`src/rtl/alarm_pkg.sv`:
```
// Shared state codes, width limits and LFSR tap table for the alarm game controller.
// Latency: n/a (declarations only).
// Backpressure: n/a.
package alarm_pkg;

  typedef enum logic [2:0] {
    ST_IDLE   = 3'd0,
    ST_ARMED  = 3'd1,
    ST_RING   = 3'd2,
    ST_GAME   = 3'd3,
    ST_SNOOZE = 3'd4
  } state_e;

  localparam int CNT_W      = 4;   // round_cnt / snooze_left width
  localparam int ROUNDS_MIN = 1;
  localparam int ROUNDS_MAX = 15;
  localparam int NUM_SW_MIN = 2;
  localparam int NUM_SW_MAX = 32;

  // Maximal-length feedback taps; bit (t-1) set for each tap t.
  function automatic logic [31:0] lfsr_taps(input int w);
    case (w)
      2:       lfsr_taps = 32'h0000_0003;
      3:       lfsr_taps = 32'h0000_0006;
      4:       lfsr_taps = 32'h0000_000C;
      5:       lfsr_taps = 32'h0000_0014;
      6:       lfsr_taps = 32'h0000_0030;
      7:       lfsr_taps = 32'h0000_0060;
      9:       lfsr_taps = 32'h0000_0110;
      10:      lfsr_taps = 32'h0000_0240;
      11:      lfsr_taps = 32'h0000_0500;
      12:      lfsr_taps = 32'h0000_0829;
      13:      lfsr_taps = 32'h0000_100D;
      14:      lfsr_taps = 32'h0000_2015;
      15:      lfsr_taps = 32'h0000_6000;
      16:      lfsr_taps = 32'h0000_D008;
      32:      lfsr_taps = 32'h8020_0003;
      default: lfsr_taps = 32'h0000_00B8;  // 8-bit
    endcase
  endfunction

endpackage

```
`src/rtl/alarm_lfsr_pick.sv`:
```
// Free-running Fibonacci LFSR plus reduction of its low bits to a switch index != prev_idx.
// Latency: LFSR advances every cycle; pick_idx is combinational from the current LFSR value.
// Backpressure: none; the consumer samples pick_idx whenever it needs a draw.
module alarm_lfsr_pick
  import alarm_pkg::*;
#(
  parameter int                LFSR_W = 8,
  parameter int                NUM_SW = 10,
  parameter logic [LFSR_W-1:0] SEED   = LFSR_W'(8'hA5),
  localparam int               IDX_W  = $clog2(NUM_SW)
) (
  input  logic             clk,
  input  logic             resetn,
  input  logic [IDX_W-1:0] prev_idx,
  output logic [IDX_W-1:0] pick_idx
);

  localparam logic [LFSR_W-1:0] TAPS = LFSR_W'(lfsr_taps(LFSR_W));
  localparam logic [IDX_W:0]    NSW  = (IDX_W+1)'(NUM_SW);

  logic [LFSR_W-1:0] lfsr_q, lfsr_d;
  logic [IDX_W:0]    raw_w, red_w, inc_w;

  // Shift left with XOR feedback; a zero state is impossible from a nonzero seed, guarded anyway.
  always_comb begin
    lfsr_d = {lfsr_q[LFSR_W-2:0], ^(lfsr_q & TAPS)};
    if (lfsr_d == '0) lfsr_d = SEED;
  end

  // LFSR register.
  always_ff @(posedge clk or negedge resetn) begin
    if (!resetn) lfsr_q <= SEED;
    else         lfsr_q <= lfsr_d;
  end

  // Fold the low bits into 0..NUM_SW-1, then step past the previous index so draws never repeat.
  always_comb begin
    raw_w = {1'b0, lfsr_q[IDX_W-1:0]};
    red_w = (raw_w >= NSW) ? raw_w - NSW : raw_w;
    inc_w = red_w + (IDX_W+1)'(1);
    if (red_w[IDX_W-1:0] != prev_idx) pick_idx = red_w[IDX_W-1:0];
    else if (inc_w == NSW)            pick_idx = '0;
    else                              pick_idx = inc_w[IDX_W-1:0];
  end

endmodule

```
`src/rtl/alarm_game_ctrl.sv`:
```
// Alarm clock controller: arm, ring, snooze, and a switch-matching game that dismisses the alarm.
// Latency: all outputs registered; state changes one clk edge after the causing input.
// Backpressure: none; tick/push_m/snooze are single-cycle pulses sampled every clock.
module alarm_game_ctrl
  import alarm_pkg::*;
#(
  parameter int                TIME_W       = 16,
  parameter int                NUM_SW       = 10,
  parameter int                ROUNDS       = 3,
  parameter int                MAX_SNOOZE   = 3,
  parameter int                SNOOZE_TICKS = 300,
  parameter int                GAME_TIMEOUT = 60,
  parameter int                LFSR_W       = 8,
  parameter logic [LFSR_W-1:0] SEED         = LFSR_W'(8'hA5)
) (
  input  logic              clk,
  input  logic              resetn,
  input  logic              arm_en,
  input  logic              alarm_set,
  input  logic [TIME_W-1:0] alarm_time,
  input  logic [TIME_W-1:0] current_time,
  input  logic              tick,
  input  logic              push_m,
  input  logic              snooze,
  input  logic [NUM_SW-1:0] sw,
  output logic [2:0]        state,
  output logic              ring,
  output logic [NUM_SW-1:0] target,
  output logic [CNT_W-1:0]  round_cnt,
  output logic [CNT_W-1:0]  snooze_left,
  output logic              done
);

  localparam int              IDX_W = $clog2(NUM_SW);
  localparam int              SNZ_W = $clog2(SNOOZE_TICKS + 1);
  localparam int              GTO_W = $clog2(GAME_TIMEOUT + 1);
  localparam logic [NUM_SW-1:0] ONE = NUM_SW'(1);

  state_e            state_q, state_d;
  logic [TIME_W-1:0] alarm_q;
  logic              eq_q, eq_now;
  logic [CNT_W-1:0]  round_q, round_d, round_inc;
  logic [CNT_W-1:0]  snooze_q, snooze_d;
  logic [SNZ_W-1:0]  snz_cnt_q, snz_cnt_d;
  logic [GTO_W-1:0]  game_cnt_q, game_cnt_d;
  logic              rel_q, rel_d;
  logic [IDX_W-1:0]  idx_q, idx_d, pick_idx;
  logic [NUM_SW-1:0] target_q, target_d;
  logic              ring_q, ring_d;
  logic              done_q, done_d;

  alarm_lfsr_pick #(
    .LFSR_W (LFSR_W),
    .NUM_SW (NUM_SW),
    .SEED   (SEED)
  ) u_pick (
    .clk      (clk),
    .resetn   (resetn),
    .prev_idx (idx_q),
    .pick_idx (pick_idx)
  );

  assign eq_now    = (current_time == alarm_q);
  assign round_inc = round_q + CNT_W'(1);

  // Alarm register and equality history; the history makes the trigger edge-sensitive.
  always_ff @(posedge clk or negedge resetn) begin
    if (!resetn) begin
      alarm_q <= '0;
      eq_q    <= 1'b0;
    end else begin
      if (alarm_set) alarm_q <= alarm_time;
      eq_q <= eq_now;
    end
  end

  // Next-state and output decode; arm_en low overrides every other event.
  always_comb begin
    state_d    = state_q;
    round_d    = round_q;
    snooze_d   = snooze_q;
    snz_cnt_d  = snz_cnt_q;
    game_cnt_d = game_cnt_q;
    rel_d      = rel_q;
    idx_d      = idx_q;
    target_d   = target_q;
    done_d     = 1'b0;
    if (!arm_en) begin
      state_d  = ST_IDLE;
      target_d = '0;
      rel_d    = 1'b0;
    end else begin
      unique case (state_q)
        ST_IDLE: state_d = ST_ARMED;
        ST_ARMED: begin
          if (eq_now && !eq_q) begin
            state_d  = ST_RING;
            snooze_d = CNT_W'(MAX_SNOOZE);
          end
        end
        ST_RING: begin
          if (push_m) begin
            state_d    = ST_GAME;
            round_d    = '0;
            game_cnt_d = '0;
            rel_d      = 1'b0;
            idx_d      = pick_idx;
            target_d   = ONE << pick_idx;
          end else if (snooze && (snooze_q != '0)) begin
            state_d   = ST_SNOOZE;
            snooze_d  = snooze_q - CNT_W'(1);
            snz_cnt_d = '0;
          end
        end
        ST_SNOOZE: begin
          if (tick) begin
            if (snz_cnt_q == SNZ_W'(SNOOZE_TICKS - 1)) begin
              state_d   = ST_RING;
              snz_cnt_d = '0;
            end else begin
              snz_cnt_d = snz_cnt_q + SNZ_W'(1);
            end
          end
        end
        ST_GAME: begin
          // Switches are judged only after they have been seen all-off since the last judgement.
          if (rel_q && (sw != '0)) begin
            rel_d = 1'b0;
            if (sw == target_q) begin
              round_d = round_inc;
              if (round_inc == CNT_W'(ROUNDS)) begin
                done_d   = 1'b1;
                target_d = '0;
                state_d  = ST_ARMED;
              end else begin
                idx_d    = pick_idx;
                target_d = ONE << pick_idx;
              end
            end else begin
              round_d  = '0;
              idx_d    = pick_idx;
              target_d = ONE << pick_idx;
            end
          end else if (!rel_q && (sw == '0)) begin
            rel_d = 1'b1;
          end
          // Timeout only applies if this cycle did not finish the game.
          if ((state_d == ST_GAME) && tick) begin
            if (game_cnt_q == GTO_W'(GAME_TIMEOUT - 1)) begin
              state_d    = ST_RING;
              round_d    = '0;
              target_d   = '0;
              rel_d      = 1'b0;
              game_cnt_d = '0;
            end else begin
              game_cnt_d = game_cnt_q + GTO_W'(1);
            end
          end
        end
        default: state_d = ST_IDLE;
      endcase
    end
    ring_d = (state_d == ST_RING) || (state_d == ST_GAME);
  end

  // Controller state and registered outputs.
  always_ff @(posedge clk or negedge resetn) begin
    if (!resetn) begin
      state_q    <= ST_IDLE;
      round_q    <= '0;
      snooze_q   <= '0;
      snz_cnt_q  <= '0;
      game_cnt_q <= '0;
      rel_q      <= 1'b0;
      idx_q      <= '0;
      target_q   <= '0;
      ring_q     <= 1'b0;
      done_q     <= 1'b0;
    end else begin
      state_q    <= state_d;
      round_q    <= round_d;
      snooze_q   <= snooze_d;
      snz_cnt_q  <= snz_cnt_d;
      game_cnt_q <= game_cnt_d;
      rel_q      <= rel_d;
      idx_q      <= idx_d;
      target_q   <= target_d;
      ring_q     <= ring_d;
      done_q     <= done_d;
    end
  end

  assign state       = state_q;
  assign ring        = ring_q;
  assign target      = target_q;
  assign round_cnt   = round_q;
  assign snooze_left = snooze_q;
  assign done        = done_q;

endmodule
```
`config.mk`:
```
export PLATFORM = sky130hd
export DESIGN_NAME = alarm_game_ctrl
export DESIGN_NICKNAME = d
export VERILOG_FILES = /design/src/rtl/alarm_pkg.sv /design/src/rtl/alarm_lfsr_pick.sv /design/src/rtl/alarm_game_ctrl.sv
export SDC_FILE = /design/constraint.sdc
export NUM_CORES = 1
export LEC_CHECK = 0
export BUFFER_PORTS_ARGS = -buffer_cell sky130_fd_sc_hd__clkbuf_2
export CORE_ASPECT_RATIO = 1.5
export CORE_UTILIZATION = 30
export DETAILED_ROUTE_END_ITERATION = 12
export GPL_ROUTABILITY_DRIVEN = 0
export GPL_TIMING_DRIVEN = 0
export PLACE_DENSITY = 0.49
export SYNTH_ARGS = -nofsm -noshare
export SYNTH_HDL_FRONTEND = slang
export SYNTH_SLANG_ARGS = --single-unit
```
`constraint.sdc`:
```
create_clock -name clk -period 3.85 [get_ports clk]
set_input_delay 0.385 -clock clk [delete_from_list [all_inputs] [get_ports clk]]
set_output_delay 0.385 -clock clk [all_outputs]
set_load 0.02 [all_outputs]
```
# --- Yosys cells after proc, flatten, opt, wreduce, memory -nomap -nowiden ---
# Index checks and enable logic that the tools add are counted.
totals:
  in_bits: 49
  reg_bits: 68
op_classes:
  n_lt_le_gt_ge: 1
  muxes: 62
  shift: 1
  n_eq_ne: 24
  n_addsub: 6
  n_reduce_logical: 23
ops:
  columns: ["operator", "n"]
  rows:
  - ["$mux 10", 7]
  - ["$mux 4", 14]
  - ["$mux 3", 13]
  - ["$mux 9", 4]
  - ["$pmux 4 s2", 3]
  - ["$pmux 10 s2", 1]
  - ["$mux 6", 3]
  - ["$pmux 9 s2", 1]
  - ["$eq 16x16->1", 1]
  - ["$eq 3x2->1 const B", 5]
  - ["$pmux 3 s5", 1]
  - ["$reduce_and 5->1", 3]
  - ["$ne 2x2->1 const B", 7]
  - ["$pmux 6 s2", 1]
  - ["$mux 1", 11]
  - ["$eq 10x10->1", 1]
  - ["$logic_not 10->1", 1]
  - ["$reduce_bool 10->1", 1]
  - ["$shl 1x4->10 const A", 1]
  - ["$add 9x1->9 const B", 1]
  - ["$eq 9x9->1 const B", 1]
  - ["$logic_not 8->1", 1]
  - ["$mux 8", 1]
  - ["$reduce_xor 8->1", 1]
  - ["25 further kinds", 33]

# --- Logic depth before layout (Yosys ltp) ---
logic_depth:
  word_depth: 14
  depth_mapped: 14
  mapped_depth_nobuf: 12

# --- Modules after synthesis ---
# From an unflattened synthesis, not the netlist that was laid out.
hier_totals:
  hier_cells: 419
  area_unflattened_um2: 4081.4
modules_own_cells:
  columns: ["mod", "area_per_inst_um2", "cells_per_inst", "instances", "seq_area_each_um2"]
  rows:
  - ["alarm_game_ctrl", 3342.0, 336, 1, 1501.4]
  - ["alarm_lfsr_pick", 739.5, 83, 1, 205.2]

# --- Least setup slack after synthesis ---
# Ideal clock, no wire load.
synth_path:
  kind: "reg-to-reg"
  startpoint: "reg u_pick.lfsr_q[2]"
  endpoint: "reg target_q[2] (netlist: target[2])"
  setup_slack_ns: 0.633
  stages_incl_launch_ff: 13
  n_path_buf: 1
  setup_time_ns: 0.110
  arrival_time_ns: 3.107
  cell_sequence: "dfstp_2 > inv_1 > ha_1 > inv_1 > ha_1 > nor4b_4 > nor3_1 > or4b_1 > or3_1 > buf_2 > a311oi_4 > a31oi_1 > o41ai_1"
synth_via:
  elab_chain_cells: 14
  word_cells_on_any_way: 17
  cone_classes: "2 x add/sub; 1 x order compare; 2 x eq/ne; 1 x shift; 11 x mux"
synth_rtl:
  columns: ["element", "line", "rtl"]
  rows:
  - ["start, declared", "alarm_lfsr_pick.sv:21", "logic [LFSR_W-1:0] lfsr_q, lfsr_d;"]
  - ["start signal, assigned", "alarm_lfsr_pick.sv:33", "else lfsr_q <= lfsr_d;"]
  - ["$sub 4x4->5 or $ge 4x4->1 (tied branches)", "alarm_lfsr_pick.sv:39", "red_w = (raw_w >= NSW) ? raw_w - NSW : raw_w;"]
  - ["$mux 5 (*)", "alarm_lfsr_pick.sv:39", null]
  - ["$add 5x1->5", "alarm_lfsr_pick.sv:40", "inc_w = red_w + (IDX_W+1)'(1);"]
  - ["$eq 5x4->1", "alarm_lfsr_pick.sv:42", "else if (inc_w == NSW) pick_idx = '0;"]
  - ["$mux 4", "alarm_lfsr_pick.sv:42", null]
  - ["$mux 4 (*)", "alarm_lfsr_pick.sv:41", "if (red_w[IDX_W-1:0] != prev_idx) pick_idx = red_w[IDX_W-1:0];"]
  - ["$shl 1x4->10 (*)", "alarm_game_ctrl.sv:108, alarm_game_ctrl.sv:137, alarm_game_ctrl.sv:142", null]
  - ["$mux 10", "alarm_game_ctrl.sv:131", "if (round_inc == CNT_W'(ROUNDS)) begin"]
  - ["$mux 10", "alarm_game_ctrl.sv:129", "if (sw == target_q) begin"]
  - ["$mux 10", "alarm_game_ctrl.sv:127", "if (rel_q && (sw != '0)) begin"]
  - ["$mux 10", "alarm_game_ctrl.sv:149", "if (game_cnt_q == GTO_W'(GAME_TIMEOUT - 1)) begin"]
  - ["$mux 10", "alarm_game_ctrl.sv:148", "if ((state_d == ST_GAME) && tick) begin"]
  - ["$pmux 10 s2 (*)", "alarm_game_ctrl.sv:93", "unique case (state_q)"]
  - ["$mux 10 (*)", "alarm_game_ctrl.sv:88", "if (!arm_en) begin"]
  - ["end signal, assigned", "alarm_game_ctrl.sv:187", "target_q <= target_d;"]
  - ["end, declared", "alarm_game_ctrl.sv:48", "logic [NUM_SW-1:0] target_q, target_d;"]
# Every way passes the cells marked *; elsewhere a longest branch is shown, timed or not. The select of a mux whose other input is x is not followed.
# A chain may end at the register's enable or synchronous reset.

# --- Final worst setup path ---
layout_path:
  startpoint: "reg u_pick.lfsr_q[2]"
  endpoint: "reg target_q[1] (netlist: target[1])"
# The elaborated chain is that of the path after synthesis.

==> results.json <==
{
  "period_share_pct": 93.4,
  "seq_area_sq_um": 1710,
  "total_power_mw": 1.70,
  "seq_area_frac_synth_pct": 42.2,
  "grt_start_max_net_pins": 36,
  "fmax_mhz": 278,
  "yosysUniqueCellTypes": 63,
  "die_h_um": 144,
  "postRouteAntennaNets": 0,
  "yosys-top-cells-count": "dfrtp_1, nand2_1, o21ai_0, nor2_1, mux2_2",
  "hold_viol": 0,
  "swShare_pct": 23.0,
  "drv_slew": 0,
  "grt_pass1_vias": 3535,
  "grt_antenna_before_repair": 0,
  "yosys.area.top_type": "dfrtp_1",
  "cts_tree": "done",
  "core_sq_um": 13100,
  "cts_max_path_buffers": 2,
  "path_clk_slew_ps": 60,
  "vdd_drop_max_uv": 186,
  "p_seq_share_pct": 43.7,
  "cts.htree.levels": 3,
  "syn_nets": 480,
  "finalWorstSetupSlack_ps": 254,
  "tightest_slew_ps": 739,
  "ios": 72,
  "synth_area_sq_um": 4040,
  "ys_warn_count": 0,
  "fillers": 1311,
  "power_density_nw_per_um2": 344,
  "ys.flop_type": "dfrtp_1",
  "path_max_fanout": 7,
  "clock-sinks": 68,
  "holdBufCountCts": 0,
  "r2r-end": "target[1]",
  "syn_avg_cell_area_sq_um": 9.60,
  "critical_path.cell_chain": "inv_1, ha_1, inv_1, ha_1, nor4b_4, nor3_1, or4b_1, or3_1, buf_2, a311oi_4, a32oi_1, o41ai_2",
  "n_antenna_cell": 0,
  "worstPathRequired_ps": 4060,
  "p_clk_share_pct": 50.1,
  "multi_input_area_sq_um": 2220,
  "grt_pass1_wl_um": 16700,
  "track_usage_pct": 14.8,
  "cp-end-kind": "flip-flop",
  "die_x_um": 96.8,
  "wirelength_um": 9770,
  "setup_viol": 0,
  "synth_cells": 421,
  "via_per_inst": 5.12,
  "areaGrowthSynthToFinish_pct": 22.5,
  "fin_tns_setup_ps": 0,
  "r2r-start": "u_pick.lfsr_q[2]",
  "crit_path_max_incr_delay_ps": 600,
  "drive_gt1_share_pct": 27.1,
  "synth.most_common_cell": "dfrtp_1",
  "start_util_pct": 30.9,
  "rows": 51,
  "reg2regPathDepth": 12,
  "rsz0062_at_grt": "no",
  "cp-start-kind": "flip-flop",
  "finClkSkew_ps": 7.46,
  "cts_buffers": 9,
  "hold_class": "input port to asynchronous set/reset pin",
  "dpl.hpwl_um": 7470,
  "synth_top_area_share_pct": 39.6,
  "power.net_switching_uw": 392,
  "drtIter0Drc": 165,
  "dp_slack_ps": 165,
  "postSynthRegisterBits": 68,
  "nNetsFinal": 563,
  "yosys-top-cells-area": "dfrtp_1, mux2_2, o21ai_0",
  "combPwrFrac_pct": 6.2,
  "run_status": "finished, final reports clean",
  "p_leak_nw": 2.26,
  "cap_violations": 0,
  "synth_edf_count": 0,
  "intPower_mw": 1.31,
  "vias": 3423,
  "first_pass_iters": 6,
  "critPathArrivalTime_ps": 3810,
  "path_class": "flip-flop to flip-flop",
  "rrSetupSlack_ps": 250,
  "fin_crit_ps": 3600,
  "slew_headroom_pct": 50.3,
  "drc_errors": 0,
  "clock_latency_ps": 330,
  "synthArstFlopShare_pct": 100,
  "wl_per_cell_um": 14.6,
  "overflow": 0,
  "die_area_sq_um": 13900,
  "root_buffer": "clkbuf_16",
  "slowest_stage": "dfstp_2",
  "io_buffers": 70
}
-- through the flow --
stage          util [%]  instance area (sq um)  hold slack (ps)  instances
2_1_floorplan         -                   4040             89.4        421
3_3_place_gp       35.1                   4590              432        650
3_5_place_dp       35.3                   4610              419        651
4_1_cts            37.6                   4920             54.8        667
5_1_grt            37.8                   4950             77.9        668
6_report           37.8                   4950             35.1        668
-- placed cells by master, fill, tap and decap left out, types with 3 or more instances in the layout --
master      n
o21a_1      5
nand2b_1   10
a21oi_1     7
nor4_1      9
nand3_1    10
inv_1      14
nor2b_1     7
clkbuf_2   69
dfrtp_1    64
a21o_1      3
ha_1       10
buf_4       3
and3_1      7
clkbuf_1   10
clkbuf_16   9
dfstp_2     4
nand4_1     9
xnor2_1    15
mux2_2     23
or4_1       4
a31o_2      3
nand3b_1    3
o31ai_1    10
nor3_1      7
o21ai_0    38
inv_6       3
xor2_1     19
a31oi_1     5
or3_1       3
nand2_1    43
nor2_1     31
-- routing by layer --
layer / global-route usage (%) / part of all wire, % / vias up
li1: - / - / 1688
met1: 16.8 / 43 / 1662
met2: 27.2 / 52 / 57
met3: 2.27 / 2.5 / 16
met4: 6.76 / 2.6 / 0
met5: 0 / 0 / -
-- worst max path at each step --
stage	from	endpoint	slack [ps]	cells after the start
after detailed placement	u_pick.lfsr_q[2]	target[3]	160	11
after global placement	u_pick.lfsr_q[2]	target[3]	250	11
after CTS	u_pick.lfsr_q[2]	target[3]	160	11
final	u_pick.lfsr_q[2]	target[1]	250	12
after global routing	u_pick.lfsr_q[2]	target[2]	50	12
after floorplan	u_pick.lfsr_q[2]	target[2]	630	12
-- power by group through the flow --
stage	logic (mW)	clock network [mW]	registers, mW
after floorplan	0.0511	0	0.755
after global placement	0.105	0	0.757
after global routing	0.119	0.907	0.746
after CTS	0.109	0.880	0.744
after detailed placement	0.109	0	0.757
final	0.106	0.854	0.744
-- worst max-delay path: cells and delay by family (launching register included) --
kind	cells	cell delay, ps
AOI/OAI and AO/OA	3	880
and+or+nand+nor	4	1240
DFF	1	600
adders and majority gates	2	460
buffers and inverters	3	310
-- area by class of cell --
class	count	share of cell area (%)
multi-input combinational	324	44.9
tap	159	4.02
buffer	15	1.62
inverter	14	1.06
timing repair buffer	72	7.69
clock buffer	10	4.83
clock inverter	6	1.42
sequential	68	34.5
-- sequential cells by signal (all words and copies together), names as in the netlist --
signal         cells
ring               1
rel_q              1
round_cnt          4
done               1
u_pick.lfsr_q      8
game_cnt_q         6
snz_cnt_q          9
idx_q              4
eq_q               1
snooze_left        4
target            10
state              3
alarm_q           16
-- cells by family after synthesis --
family                     synth area share, %
and+or+nand+nor                           22.2
AOI/OAI and AO/OA                         14.9
DFF                                       42.2
xor gates and xnor gates                  7.37
buffers and inverters                     3.28
muxes                                     6.91
adders and majority gates                 3.10
-- timing repair --
item,4_1_cts,5_1_grt
resized for setup,0,3
endpoints found under the setup margin,0,9
buffers inserted,0,1
Note: power is estimated with default switching activity, not from simulation.
